File: src/rtl/amm2amm_2x_clk_sync_pkg.sv
// amm2amm_2x_clk_sync_pkg: shared widths and FSM states for the 1x-to-2x Avalon-MM bridge
package amm2amm_2x_clk_sync_pkg;
    localparam int DEF_ADDR_W = 32;
    localparam int DEF_DATA_W = 32;
    typedef enum logic [1:0] {IDLE, MREQ, RESP} state_t;
endpackage

File: src/rtl/amm2amm_2x_clk_sync_if.sv
// amm_if: single Avalon-MM port bundle; the bridge is the slave on one side and the master on the other
interface amm_if
    import amm2amm_2x_clk_sync_pkg::*;
#(
    parameter int ADDR_W = DEF_ADDR_W,
    parameter int BE_W   = DEF_DATA_W / 8
);
    localparam int DATA_W = BE_W * 8;
    logic [ADDR_W-1:0] address;
    logic [BE_W-1:0]   byteenable;
    logic [DATA_W-1:0] writedata;
    logic              read;
    logic              write;
    logic              waitrequest;
    logic [DATA_W-1:0] readdata;
    modport master (
        output address, byteenable, writedata, read, write,
        input  waitrequest, readdata
    );
    modport slave (
        input  address, byteenable, writedata, read, write,
        output waitrequest, readdata
    );
endinterface

File: src/rtl/amm2amm_2x_clk_sync.sv
// amm2amm_2x_clk_sync: one-at-a-time Avalon-MM bridge from a 1x-clocked slave port to a 2x-clocked master port
module amm2amm_2x_clk_sync
    import amm2amm_2x_clk_sync_pkg::*;
(
    input  logic  clk,
    input  logic  reset,
    input  logic  s_ce,
    amm_if.slave  s,
    amm_if.master m
);
    state_t state;
    logic   rnw;
    always_ff @(posedge clk or posedge reset) begin
        if (reset) begin
            state         <= IDLE;
            rnw           <= 1'b0;
            m.read        <= 1'b0;
            m.write       <= 1'b0;
            m.address     <= '0;
            m.byteenable  <= '0;
            m.writedata   <= '0;
            s.waitrequest <= 1'b1;
            s.readdata    <= '0;
        end else begin
            case (state)
                IDLE: if (s.read || s.write) begin
                    m.address    <= s.address;
                    m.byteenable <= s.byteenable;
                    m.writedata  <= s.writedata;
                    rnw          <= s.read;
                    m.read       <= s.read;
                    m.write      <= s.write;
                    state        <= MREQ;
                end
                MREQ: if (!m.waitrequest) begin
                    m.read        <= 1'b0;
                    m.write       <= 1'b0;
                    s.readdata    <= rnw ? m.readdata : s.readdata;
                    s.waitrequest <= 1'b0;
                    state         <= RESP;
                end
                // hold the response until a 1x edge so the slow initiator is sure to see it
                RESP: if (s_ce) begin
                    s.waitrequest <= 1'b1;
                    state         <= IDLE;
                end
                default: state <= IDLE;
            endcase
        end
    end
endmodule

File: src/flat_wrapper.sv
// flat-port wrapper written by rule: the top's interface ports become plain ports
module amm2amm_2x_clk_sync_flat import amm2amm_2x_clk_sync_pkg::*;
  (clk, reset, s_ce, s_address, s_byteenable, s_writedata, s_read, s_write, s_waitrequest, s_readdata, m_address, m_byteenable, m_writedata, m_read, m_write, m_waitrequest, m_readdata);
  amm_if #(.ADDR_W((DEF_ADDR_W)), .BE_W(((DEF_DATA_W) / 8))) s_i ();
  amm_if #(.ADDR_W((DEF_ADDR_W)), .BE_W(((DEF_DATA_W) / 8))) m_i ();
  input  logic clk;
  input  logic reset;
  input  logic s_ce;
  input wire logic [$bits(s_i.address)-1:0] s_address;
  input wire logic [$bits(s_i.byteenable)-1:0] s_byteenable;
  input wire logic [$bits(s_i.writedata)-1:0] s_writedata;
  input wire logic [$bits(s_i.read)-1:0] s_read;
  input wire logic [$bits(s_i.write)-1:0] s_write;
  output wire logic [$bits(s_i.waitrequest)-1:0] s_waitrequest;
  output wire logic [$bits(s_i.readdata)-1:0] s_readdata;
  output wire logic [$bits(m_i.address)-1:0] m_address;
  output wire logic [$bits(m_i.byteenable)-1:0] m_byteenable;
  output wire logic [$bits(m_i.writedata)-1:0] m_writedata;
  output wire logic [$bits(m_i.read)-1:0] m_read;
  output wire logic [$bits(m_i.write)-1:0] m_write;
  input wire logic [$bits(m_i.waitrequest)-1:0] m_waitrequest;
  input wire logic [$bits(m_i.readdata)-1:0] m_readdata;
  assign s_i.address = s_address;
  assign s_i.byteenable = s_byteenable;
  assign s_i.writedata = s_writedata;
  assign s_i.read = s_read;
  assign s_i.write = s_write;
  assign s_waitrequest = s_i.waitrequest;
  assign s_readdata = s_i.readdata;
  assign m_address = m_i.address;
  assign m_byteenable = m_i.byteenable;
  assign m_writedata = m_i.writedata;
  assign m_read = m_i.read;
  assign m_write = m_i.write;
  assign m_i.waitrequest = m_waitrequest;
  assign m_i.readdata = m_readdata;
  amm2amm_2x_clk_sync u_core (.clk(clk), .reset(reset), .s_ce(s_ce), .s(s_i), .m(m_i));
endmodule
File: config.mk
export PLATFORM = sky130hd
export DESIGN_NAME = amm2amm_2x_clk_sync_flat
export DESIGN_NICKNAME = d
export VERILOG_FILES = /design/src/rtl/amm2amm_2x_clk_sync_pkg.sv /design/src/rtl/amm2amm_2x_clk_sync_if.sv /design/src/rtl/amm2amm_2x_clk_sync.sv /design/src/flat_wrapper.sv
export SDC_FILE = /design/constraint.sdc
export NUM_CORES = 1
export LEC_CHECK = 0
export ABC_AREA = 1
export ABC_CLOCK_PERIOD_IN_PS = 8000
export BUFFER_PORTS_ARGS = -buffer_cell sky130_fd_sc_hd__buf_2
export CORE_AREA = 2 2 96 98
export DETAILED_ROUTE_END_ITERATION = 6
export DIE_AREA = 0 0 98 100
export PLACE_DENSITY = 0.81
export RECOVER_POWER = 50
export SLEW_MARGIN = 25
export SYNTH_ARGS = -nofsm -noshare
export SYNTH_HDL_FRONTEND = slang
export SYNTH_SLANG_ARGS = --single-unit
export TNS_END_PERCENT = 5
File: constraint.sdc
create_clock -name clk -period 8 [get_ports clk]
set_input_delay 1.2 -clock clk [delete_from_list [all_inputs] [get_ports clk]]
set_output_delay 1.2 -clock clk [all_outputs]
set_load 0.1 [all_outputs]
=== Word level (Yosys, flattened, before mapping) ===
Index checks and enable logic that the tools add are counted.

* Reductions and logical operators: 9
* Equal/unequal tests: 5
* Muxes and demuxes: 11
* Bitwise operators: 1

{| class="wikitable"
|+ Operators by type and width
! cell !! number
|-
| $reduce_and 3->1 || 4
|-
| $mux 2 || 3
|-
| $pmux 1 s2 || 3
|-
| $pmux 2 s3 || 1
|-
| $mux 1 || 4
|-
| $ne 2x2->1 const B || 2
|-
| $reduce_bool 2->1 || 2
|-
| $eq 2x1->1 const B || 1
|-
| $eq 2x2->1 const B || 1
|-
| $logic_not 2->1 || 1
|-
| $ne 2x1->1 const B || 1
|-
| $reduce_and 2->1 || 1
|-
| $logic_or 1x1->1 || 1
|-
| $not 1->1 || 1
|}

* Output and inout port bits: 103
* Logic and storage cells: 35
* Bits of input ports: 106
* Flip-flop bits (word level): 106

=== Longest topological paths before layout ===
Gate-level depths: netlist (run 1).

* Depth after elaboration: 3
* Depth in mapped cells: 6
* Mapped depth without buffers: 5

=== Least setup slack after synthesis (run 1) ===
Ideal clock, no wire load.

* Path kind: flip-flop to output port
* From: reg u_core.m.read
* To: out m_read
* Data required time: 6800 ps
* Buffers on the path: 0
* Data arrival time: 898 ps
* Stages on the path, launching flop included: 1
* Setup slack: 5902 ps
* Cells stage by stage: dfrtp_1

{| class="wikitable"
|+ RTL lines
! item !! RTL line !! text
|-
| start, declared || amm2amm_2x_clk_sync_if.sv:17 || <nowiki>output address, byteenable, writedata, read, write,</nowiki>
|-
| end, declared || flat_wrapper.sv:19 || <nowiki>output wire logic [$bits(m_i.read)-1:0] m_read;</nowiki>
|}

No word-level cell between the ends.

=== Worst setup path in the final report (run 1) ===
* From: reg u_core.state[0]
* To: reg u_core.m.address[20]

* Longest elaborated chain between the ends: 2

{| class="wikitable"
|+ RTL lines
! item !! RTL line !! text
|-
| start, declared || amm2amm_2x_clk_sync.sv:11 || <nowiki>state_t state;</nowiki>
|-
| start signal, assigned || amm2amm_2x_clk_sync.sv:15 || <nowiki>state <= IDLE;</nowiki>
|-
| start signal, assigned || amm2amm_2x_clk_sync.sv:33 || <nowiki>state <= MREQ;</nowiki>
|-
| start signal, assigned || amm2amm_2x_clk_sync.sv:40 || <nowiki>state <= RESP;</nowiki>
|-
| $logic_not 2->1 || amm2amm_2x_clk_sync.sv:25 || <nowiki>case (state)</nowiki>
|-
| $reduce_and 2->1 (no source line) || - ||
|-
| end, declared || amm2amm_2x_clk_sync_if.sv:17 ||
|}

Every way passes these cells.
A chain may end at the register's enable or synchronous reset.

==> impl_results.md, run 1 <==
- Rel. slew slack: -103%
- Max-cap viol count: 2
- Share of layout cells above drive strength 1: 32.5%
- Iteration-0 DRC Markers: 252
- Seq/Total Area, Yosys: 62.8%
- WL/cell: 14.0 um
- Tmin final: 4670 ps
- Number of placement rows: 35
- PostCTS Resize Cnt: 0
- Final wirelength: 10800 um
- Skew final: 16.3 ps
- Pin count of the biggest net entering global routing: 72
- Clk sinks: 106
- First-pass GRT wire length: 18000 um
- DRT Pass-1 Iters: 5
- Fin nets: 762
- # fillers: 807
- Critical path capture point type: register
- Gr usage total: 22.6%
- Placed insts: 756
- Chip Height: 100 um
- Die Span X: 98 um
- Unrepaired setup endpoints after global routing: false
- Routed via count: 3941
- Die Area: 0.00980 mm2
- Failing checks: max-capacitance violations, max-slew violations
- Drc violations: 0
- Cells after Synth: 466
- Max Fclk: 214 MHz
- Crit Path Max Fanout: 71
- Worst Setup Path Type: register to register
- Cell area after synthesis: 0.00422 mm2
- Setup_tns: 0 ps
- N_diodes: 0
- H-tree depth: 3
- Max Buffers Root-to-Sink: 2
- Worst-margin pin slew: 3040 ps
- CTS tree: done
- Clk root buf: clkbuf_8
- Post-route insts no fill: 772
- Syn-to-layout area delta: 29.1%
- Final HPWL DP: 7450 um
- Worst path arrival time: 4920 ps
- Number of synthesis warnings: 0
- Initial Utilization: 47.5%
- Setup bufs post-CTS: 0
- Avg Cell Area, Syn: 9.06 um2
- Initial antenna violation count: 1
- Core area: 0.00889 mm2
- Distinct cells, synth: 13
- TritonCTS Buffers: 9
- Vias/cell: 5.10
- Final setup margin: 3330 ps
- Slew Limit Fails: 126
- Fin crit share: 58.4%
- Vias in the first global route: 3710
- Worst setup SP type: register
- Final setup viols: 0
- Pre-CTS setup slack: 5060 ps
- Top-level I/O count: 209
- RePlAce Congestion: 0.764
- IO buf count: 208
- GR Overflow Total: 0
- Yosys reg bits: 106
- Synthesized net count: 572
- Final Hold Viols: 0
- Hold Crit Class: register to register
- Clk_lat worst skew: 370 ps
- Final Core Density: 61.4%
- Required time worst endpoint: 8250 ps
- Status: finished, violations left
- Hold_buf cts: 0
- Post-DRT Antenna Nets: 0
- Worst-path clk slew: 110 ps
-- synth_stat cells, drive strengths merged --
master / count / area share [%]
clkinv: 1 / 0.089
nand4: 33 / 4.9
buf: 24 / 3.0
dfrtp: 105 / 62
inv: 5 / 0.44
clkbuf: 10 / 0.89
nor2: 2 / 0.30
nand2: 212 / 19
nand3: 72 / 8.5
o31ai: 1 / 0.18
dfstp: 1 / 0.62
-- per-stage QoR --
stage | hold WS (ps) | instance area, um2
2_1_floorplan | 512 | 4220
4_1_cts | 478 | 5480
5_1_grt | 497 | 5450
6_report | 474 | 5450
3_3_place_gp | 449 | 5290
3_5_place_dp | 454 | 5290
-- registers in the layout, indices dropped and copies added, names as in the netlist --
signal / count
u_core.m.address: 32
u_core.m.byteenable: 4
u_core.m.read: 1
u_core.m.write: 1
u_core.m.writedata: 32
u_core.rnw: 1
u_core.s.readdata: 32
u_core.s.waitrequest: 1
u_core.state: 2
-- area by class of cell --
| cell class | instances | area, um2 | share of cell area [%] |
|---|---|---|---|
| Sequential cell | 106 | 2660 | 48.7 |
| Multi-Input combinational cell | 320 | 1400 | 25.6 |
| Clock buffer | 11 | 151 | 2.78 |
| Inverter | 6 | 23.8 | 0.436 |
| Clock inverter | 5 | 37.5 | 0.688 |
| Timing Repair Buffer | 213 | 1050 | 19.2 |
| Tap cell | 111 | 139 | 2.55 |
-- worst paths after layout --
path	startpoint	depth (start not counted)	slack, ps	end
worst max-delay path	u_core.state[0]$_DFFE_PP0P_	6	3330	u_core.m.address[20]$_DFFE_PP0P_
worst min-delay path	u_core.m.address[7]$_DFFE_PP0P_	2	470	u_core.m.address[7]$_DFFE_PP0P_
worst max register to register	u_core.state[0]$_DFFE_PP0P_	6	3330	u_core.m.address[20]$_DFFE_PP0P_
worst min register to register	u_core.m.address[7]$_DFFE_PP0P_	2	470	u_core.m.address[7]$_DFFE_PP0P_
max in group asynchronous	reset	3	5060	u_core.rnw$_DFFE_PP0P_
min in group asynchronous	reset	2	1400	u_core.s.readdata[16]$_DFFE_PP0P_
-- worst max-delay path, stage by stage (launching register included) --
cell	delay, ps
dfrtp_1	460
nor2_4	120
clkbuf_1	2130
nand2_2	1100
buf_4	540
nand2_1	120
nand2_1	60
-- kinds of logic after synthesis --
kind of cell	after synthesis	share of synthesized area, %
AND/OR/NAND/NOR	319	32.6
AO/OA/AOI/OAI	1	0.178
flip-flops	106	62.8
buffers and inverters	40	4.38
-- cell usage in the layout, fill, tap and decap left out --
cell type	n
buf_1	1
buf_2	188
buf_4	4
clkbuf_1	20
clkbuf_8	11
clkinv_1	1
clkinv_2	1
clkinv_4	1
clkinvlp_2	1
clkinvlp_4	2
dfrtp_1	104
dfrtp_2	1
dfstp_2	1
inv_1	4
inv_6	1
nand2_1	210
nand2_2	2
nand3_1	72
nand4_1	33
nor2_4	2
o31ai_1	1
-- metal layers --
| layer | global-route usage [%] | wire [um] |
|---|---|---|
| met5 | 0 | 13 |
| met4 | 5.98 | 104 |
| met3 | 7.73 | 1100 |
| met2 | 35.7 | 5080 |
| met1 | 30.2 | 4530 |
Power of run 1 is not shown: default switching activity piles up to over one toggle a cycle in this logic, so the estimate is an artifact.
==> run 2, diff against run 1 <==
--- a/config.mk
+++ b/config.mk
@@ -6,12 +6,12 @@
 export NUM_CORES = 1
 export LEC_CHECK = 0
 export ABC_AREA = 1
-export ABC_CLOCK_PERIOD_IN_PS = 8000
+export ABC_CLOCK_PERIOD_IN_PS = 3800
 export BUFFER_PORTS_ARGS = -buffer_cell sky130_fd_sc_hd__buf_2
-export CORE_AREA = 2 2 96 98
+export CORE_AREA = 2 2 105 107
 export DETAILED_ROUTE_END_ITERATION = 6
-export DIE_AREA = 0 0 98 100
-export PLACE_DENSITY = 0.81
+export DIE_AREA = 0 0 107 109
+export PLACE_DENSITY = 0.71
 export RECOVER_POWER = 50
 export SLEW_MARGIN = 25
 export SYNTH_ARGS = -nofsm -noshare
==> constraint.sdc (replaced) <==
create_clock -name clk -period 3.8 [get_ports clk]
set_input_delay 0.57 -clock clk [delete_from_list [all_inputs] [get_ports clk]]
set_output_delay 0.57 -clock clk [all_outputs]
set_load 0.1 [all_outputs]
==> impl_results.md, run 2 (synthesis gave the netlist of run 1 again) <==
- Initial antenna violation count: 0 (was 1)
- Status: finished, violations left (unchanged)
- Max-cap viol count: 1 (was 2)
- Vias/cell: 4.86 (was 5.10)
- Worst setup SP type: register (unchanged)
- Final setup viols: 0 (unchanged)
- Required time worst endpoint: 4070 ps (was 8250 ps)
- Clk sinks: 106 (unchanged)
- Hold Crit Class: input port to asynchronous set/reset pin (was register to register)
- Worst-margin pin slew: 2030 ps (was 3040 ps)
- Top flop regs: u_core.m.address: 32 flops, u_core.m.writedata: 32 flops, u_core.s.readdata: 32 flops (unchanged)
- Failing checks: max-capacitance violations, max-slew violations (unchanged)
- Unrepaired setup endpoints after global routing: false (unchanged)
- Max incr delay on CP: 1490 ps (was 2130 ps)
- Crit Path Max Fanout: 33 (was 71)
- Reg area: 0.00266 mm2 (unchanged)
- Max Fclk: 405 MHz (was 214 MHz)
- Top-level I/O count: 209 (unchanged)
- Die Span X: 107 um (was 98 um)
- Fin nets: 764 (was 762)
- Post-DRT Antenna Nets: 0 (unchanged)
- Fin crit share: 65.0% (was 58.4%)
- Final Hold Viols: 0 (unchanged)
- Initial Utilization: 39.8% (was 47.5%)
- N_diodes: 0 (unchanged)
- Gr usage total: 19.2% (was 22.6%)
- PostCTS Resize Cnt: 0 (unchanged)
- DRT Pass-1 Iters: 4 (was 5)
- Die Area: 0.0117 mm2 (was 0.00980 mm2)
- Final wirelength: 11200 um (was 10800 um)
- Final HPWL DP: 7780 um (was 7450 um)
- Worst path arrival time: 2740 ps (was 4920 ps)
- # fillers: 1015 (was 807)
- Routed via count: 3899 (was 3941)
- Max Buffers Root-to-Sink: 2 (unchanged)
- Tmin final: 2470 ps (was 4670 ps)
- Worst-path clk slew: 90 ps (was 110 ps)
- Rel. slew slack: -35.6% (was -103%)
- Iteration-0 DRC Markers: 276 (was 252)
- Clk root buf: clkbuf_8 (unchanged)
- Critical path capture point type: register (unchanged)
- WL/cell: 13.9 um (was 14.0 um)
- Slew Limit Fails: 34 (was 126)
- Syn-to-layout area delta: 31.0% (was 29.1%)
- TritonCTS Buffers: 9 (unchanged)
- Drc violations: 0 (unchanged)
- IO buf count: 208 (unchanged)
- Worst-path cell with the longest stage delay: nor2_1 (was clkbuf_1)
- Number of placement rows: 38 (was 35)
- Worst Setup Path Type: register to register (unchanged)
- Pin count of the biggest net entering global routing: 71 (was 72)
- Share of layout cells above drive strength 1: 34.7% (was 32.5%)
- Setup bufs post-CTS: 0 (unchanged)
- First-pass GRT wire length: 17800 um (was 18000 um)
- CTS tree: done (unchanged)
- Most frequent cells in the layout: nand2_1, buf_2, dfrtp_1 (unchanged)
- Multi-input combinational cell area: 0.00138 mm2 (was 0.00140 mm2)
- Clk_lat worst skew: 350 ps (was 370 ps)
- Core area: 0.0106 mm2 (was 0.00889 mm2)
- RePlAce Congestion: 0.762 (was 0.764)
- Chip Height: 109 um (was 100 um)
- H-tree depth: 3 (unchanged)
- GR Overflow Total: 0 (unchanged)
- Skew final: 8.35 ps (was 16.3 ps)
- Setup_tns: 0 ps (unchanged)
- Crit path cell chain: inv_1 -> nor2_1 -> nand4_1 -> nand2_1 (was nor2_4 -> clkbuf_1 -> nand2_2 -> buf_4 -> nand2_1 -> nand2_1)
- Most common cell after layout, fill and taps aside: nand2_1 (unchanged)
- Hold_buf cts: 0 (unchanged)
- Vias in the first global route: 3716 (was 3710)
[run 2: cell types whose count changed in the layout (fill, tap and decap cells not counted)]
cell        change
buf_1           -1
inv_4           +1
bufinv_16       +2
inv_6           -1
clkinvlp_2      -1
buf_2          +19
clkbuf_1       -14
nor2_1          +2
clkbuf_8        -1
clkbuf_2        +1
clkinv_4        -1
clkinvlp_4      -2
nor2_4          -2
[run 2: area by class of cell]
class / count / share of cell area, %
Timing Repair Buffer: 215 / 19.6
Sequential cell: 106 / 48.0
Inverter: 6 / 0.452
Tap cell: 140 / 3.17
Clock buffer: 13 / 2.69
Multi-Input combinational cell: 320 / 25.0
Clock inverter: 3 / 1.18
[run 2: worst paths after layout]
kind | startpoint | endpoint | slack, ps | cells after the start
min reg2reg | u_core.s.waitrequest$_DFFE_PP1P_ | u_core.s.waitrequest$_DFFE_PP1P_ | 470 | 2
min | reset | u_core.s.readdata[6]$_DFFE_PP0P_ | 360 | 2
max | u_core.state[0]$_DFFE_PP0P_ | u_core.s.readdata[2]$_DFFE_PP0P_ | 1330 | 4
min in group clk | s_ce | u_core.state[1]$_DFFE_PP0P_ | 430 | 2
max in group asynchronous | reset | u_core.m.address[25]$_DFFE_PP0P_ | 1910 | 3
max reg2reg | u_core.state[0]$_DFFE_PP0P_ | u_core.s.readdata[2]$_DFFE_PP0P_ | 1330 | 4
[run 2: per-layer routing]
layer | share of wire [%] | vias to the layer above | track usage, %
li1 | - | 1895 | -
met1 | 42 | 1820 | 25.0
met2 | 48 | 176 | 32.4
met3 | 9.3 | 8 | 5.38
met4 | 0.72 | 0 | 3.90
met5 | 0 | - | 0
[run 2: per-stage QoR]
| step | hold WS (ps) | instances | setup slack, ps | utilization, % | cell area (um2) |
|---|---|---|---|---|---|
| final | 361 | 803 | 1330 | 52.2 | 5530 |
| after global routing | 406 | 803 | 1050 | 52.2 | 5530 |
| after CTS | 392 | 803 | 1890 | 52.4 | 5560 |
| after detailed placement | 453 | 787 | 1780 | 50.4 | 5350 |
| after global placement | 448 | 787 | 1810 | 50.4 | 5340 |
| after floorplan | 512 | 466 | 443 | - | 4220 |
[run 2: worst max-delay path, delay by kind of cell (launching register included)]
kind | cells | cell delay, ps
simple gates | 3 | 1900
flops | 1 | 410
buf+inv | 1 | 70
Power of run 2 is left out for the same reason.
==> run 3, diff against run 2 <==
--- a/config.mk
+++ b/config.mk
@@ -5,13 +5,13 @@
 export SDC_FILE = /design/constraint.sdc
 export NUM_CORES = 1
 export LEC_CHECK = 0
-export ABC_AREA = 1
-export ABC_CLOCK_PERIOD_IN_PS = 3800
+export ABC_AREA = 0
+export ABC_CLOCK_PERIOD_IN_PS = 2600
 export BUFFER_PORTS_ARGS = -buffer_cell sky130_fd_sc_hd__buf_2
-export CORE_AREA = 2 2 105 107
+export CORE_AREA = 2 2 100 102
 export DETAILED_ROUTE_END_ITERATION = 6
-export DIE_AREA = 0 0 107 109
-export PLACE_DENSITY = 0.71
+export DIE_AREA = 0 0 102 104
+export PLACE_DENSITY = 0.74
 export RECOVER_POWER = 50
 export SLEW_MARGIN = 25
 export SYNTH_ARGS = -nofsm -noshare
==> constraint.sdc (replaced) <==
create_clock -name clk -period 2.6 [get_ports clk]
set_input_delay 0.39 -clock clk [delete_from_list [all_inputs] [get_ports clk]]
set_output_delay 0.39 -clock clk [all_outputs]
set_load 0.1 [all_outputs]
==> impl_results.md, run 3 <==
- Top cells by count, synth: dfrtp_1, mux2_2, mux2_4 (was nand2_1, dfrtp_1, nand3_1)
- Die Span X: 102 um (was 107 um)
- Vias in the first global route: 2869 (was 3716)
- Unrepaired setup endpoints after global routing: false (unchanged)
- # fillers: 853 (was 1015)
- Count leader, synth: dfrtp_1 (was nand2_1)
- DRT Pass-1 Iters: 4 (unchanged)
- Seq/Total Area, Yosys: 63.7% (was 62.8%)
- Iteration-0 DRC Markers: 70 (was 276)
- Crit Path Max Fanout: 14 (was 33)
- Worst-margin pin slew: 1400 ps (was 2030 ps)
- Final wirelength: 8810 um (was 11200 um)
- Multi-input combinational cell area: 0.00135 mm2 (was 0.00138 mm2)
- TritonCTS Buffers: 9 (unchanged)
- First-pass GRT wire length: 14000 um (was 17800 um)
- Clk_lat worst skew: 360 ps (was 350 ps)
- Clk root buf: clkbuf_8 (unchanged)
- Post-synth EDFFs: 0 (unchanged)
- Fin nets: 562 (was 764)
- Cells after Synth: 244 (was 466)
- Area contributors post-synth: dfrtp_1, mux2_2, mux2_4 (was dfrtp_1, nand2_1, nand3_1)
- Critical path capture point type: register (unchanged)
- Skew final: 12.1 ps (was 8.35 ps)
- Hold_buf cts: 0 (unchanged)
- Synthesized net count: 350 (was 572)
- N_diodes: 0 (unchanged)
- Most frequent cells in the layout: buf_2, dfrtp_1, mux2_2 (was nand2_1, buf_2, dfrtp_1)
- Setup bufs post-CTS: 0 (unchanged)
- Distinct cells, synth: 22 (was 13)
- Initial Utilization: 43.6% (was 39.8%)
- Max-cap viol count: 0 (was 1)
- Worst setup SP type: register (unchanged)
- Main flop type after synthesis: dfrtp_1 (unchanged)
- Max Buffers Root-to-Sink: 2 (unchanged)
- Yosys top cell area share: 63.1% (was 62.2%)
- Core area: 0.00955 mm2 (was 0.0106 mm2)
- Reg area: 0.00265 mm2 (was 0.00266 mm2)
- Avg Cell Area, Syn: 17.1 um2 (was 9.06 um2)
- WL/cell: 14.8 um (was 13.9 um)
- Post-synthesis async set-or-reset flop share: 100% (unchanged)
- Clk sinks: 106 (unchanged)
- Cell area after synthesis: 0.00417 mm2 (was 0.00422 mm2)
- Status: complete, no violations (was finished, violations left)
- Worst reg2reg setup slack: 560 ps (was 1330 ps)
- Drc violations: 0 (unchanged)
- Number of synthesis warnings: 0 (unchanged)
- Tmin final: 2040 ps (was 2470 ps)
- Final setup viols: 0 (unchanged)
- Yosys reg bits: 106 (unchanged)
- Post-DRT Antenna Nets: 0 (unchanged)
- Required time worst endpoint: 2840 ps (was 4070 ps)
- Number of placement rows: 36 (was 38)
- IO buf count: 208 (unchanged)
- Post-synth top area cell: dfrtp_1 (unchanged)
- RePlAce Congestion: 0.750 (was 0.762)
- Final HPWL DP: 6450 um (was 7780 um)
- Min-Delay Startpoint: s_ce
- Final Hold Viols: 0 (unchanged)
- Setup_tns: 0 ps (unchanged)
- Pin count of the biggest net entering global routing: 107 (was 71)
- Share of layout cells above drive strength 1: 61.6% (was 34.7%)
- Worst r2r src: u_core.state[1]$_DFFE_PP0P_ (was u_core.state[0]$_DFFE_PP0P_)
- Vias/cell: 4.63 (was 4.86)
- Gr usage total: 16.7% (was 19.2%)
- Hold Path Sink: u_core.state[1]$_DFFE_PP0P_
- H-tree depth: 3 (unchanged)
- Slew Limit Fails: 0 (was 34)
- CTS tree: done (unchanged)
- Worst reg2reg endpoint: u_core.s.readdata[7]$_DFFE_PP0P_ (was u_core.s.readdata[2]$_DFFE_PP0P_)
- Fin crit share: 78.3% (was 65.0%)
- Rel. slew slack: 6.36% (was -35.6%)
- Top-level I/O count: 209 (unchanged)
- Top flop regs: u_core.m.address: 32 flops, u_core.m.writedata: 32 flops, u_core.s.readdata: 32 flops (unchanged)
- Most common cell after layout, fill and taps aside: buf_2 (was nand2_1)
- Worst path arrival time: 2270 ps (was 2740 ps)
- PostCTS Resize Cnt: 0 (unchanged)
- Final Core Density: 56.6% (was 52.2%)
- Worst Setup Path Type: register to register (unchanged)
- Initial antenna violation count: 0 (unchanged)
- R2R cell count: 4 (unchanged)
- Routed via count: 2748 (was 3899)
- Syn-to-layout area delta: 29.9% (was 31.0%)
- Max Fclk: 491 MHz (was 405 MHz)
- Die Area: 0.0106 mm2 (was 0.0117 mm2)
- GR Overflow Total: 0 (unchanged)
- Hold path depth: 2
- Hold Crit Class: input port to register (was input port to asynchronous set/reset pin)
- Chip Height: 104 um (was 109 um)
- Worst-path clk slew: 90 ps (about the same)
==> run 3: metrics by stage <==
stage	instance area, um2	hold slack [ps]	setup WS (ps)	std cells
after floorplan	4170	458	937	244
after CTS	5500	193	728	594
after global placement	5300	464	816	578
final	5410	223	565	594
after detailed placement	5300	472	741	578
after global routing	5410	192	446	594
==> run 3: logic make-up after synthesis <==
kind of cell / Yosys count / synth area share, %
muxes: 100 / 29.7
buffers and inverters: 16 / 3.39
DFF: 106 / 63.7
and+or+nand+nor: 11 / 1.47
AOI/OAI and AO/OA: 11 / 1.68
==> run 3: final cells by class <==
class                   instances  area share [%]
clock buffers                  10            2.36
clock inverters                 6            1.23
inverters                       4           0.347
multi-input cells             122            24.9
flip-flops and latches        106            49.1
well taps                     133            3.08
repair buffers                213            19.1
==> run 3: routing by layer <==
layer	GRT usage, %	share of wire, %
met2	27.4	49
met3	5.24	8.4
met5	0	0
met4	7.43	2.1
met1	20.0	40
==> run 3: worst max path at each step <==
stage	start	end	slack, ps
6_report	u_core.state[1]$_DFFE_PP0P_	u_core.s.readdata[7]$_DFFE_PP0P_	560
5_1_grt	u_core.state[1]$_DFFE_PP0P_	u_core.s.readdata[0]$_DFFE_PP0P_	450
4_1_cts	u_core.state[1]$_DFFE_PP0P_	u_core.s.readdata[0]$_DFFE_PP0P_	730
3_5_place_dp	u_core.state[1]$_DFFE_PP0P_	u_core.s.readdata[7]$_DFFE_PP0P_	740
3_3_place_gp	m_waitrequest	u_core.s.readdata[10]$_DFFE_PP0P_	820
2_1_floorplan	reset	u_core.m.address[0]$_DFFE_PP0P_	940
==> run 3: worst max-delay path, stage by stage, from the launching register on <==
cell     delay, ps
dfrtp_1        470
nor2_1         190
and3_1         540
buf_4          380
mux2_4         330
Power of run 3 is left out for the same reason.
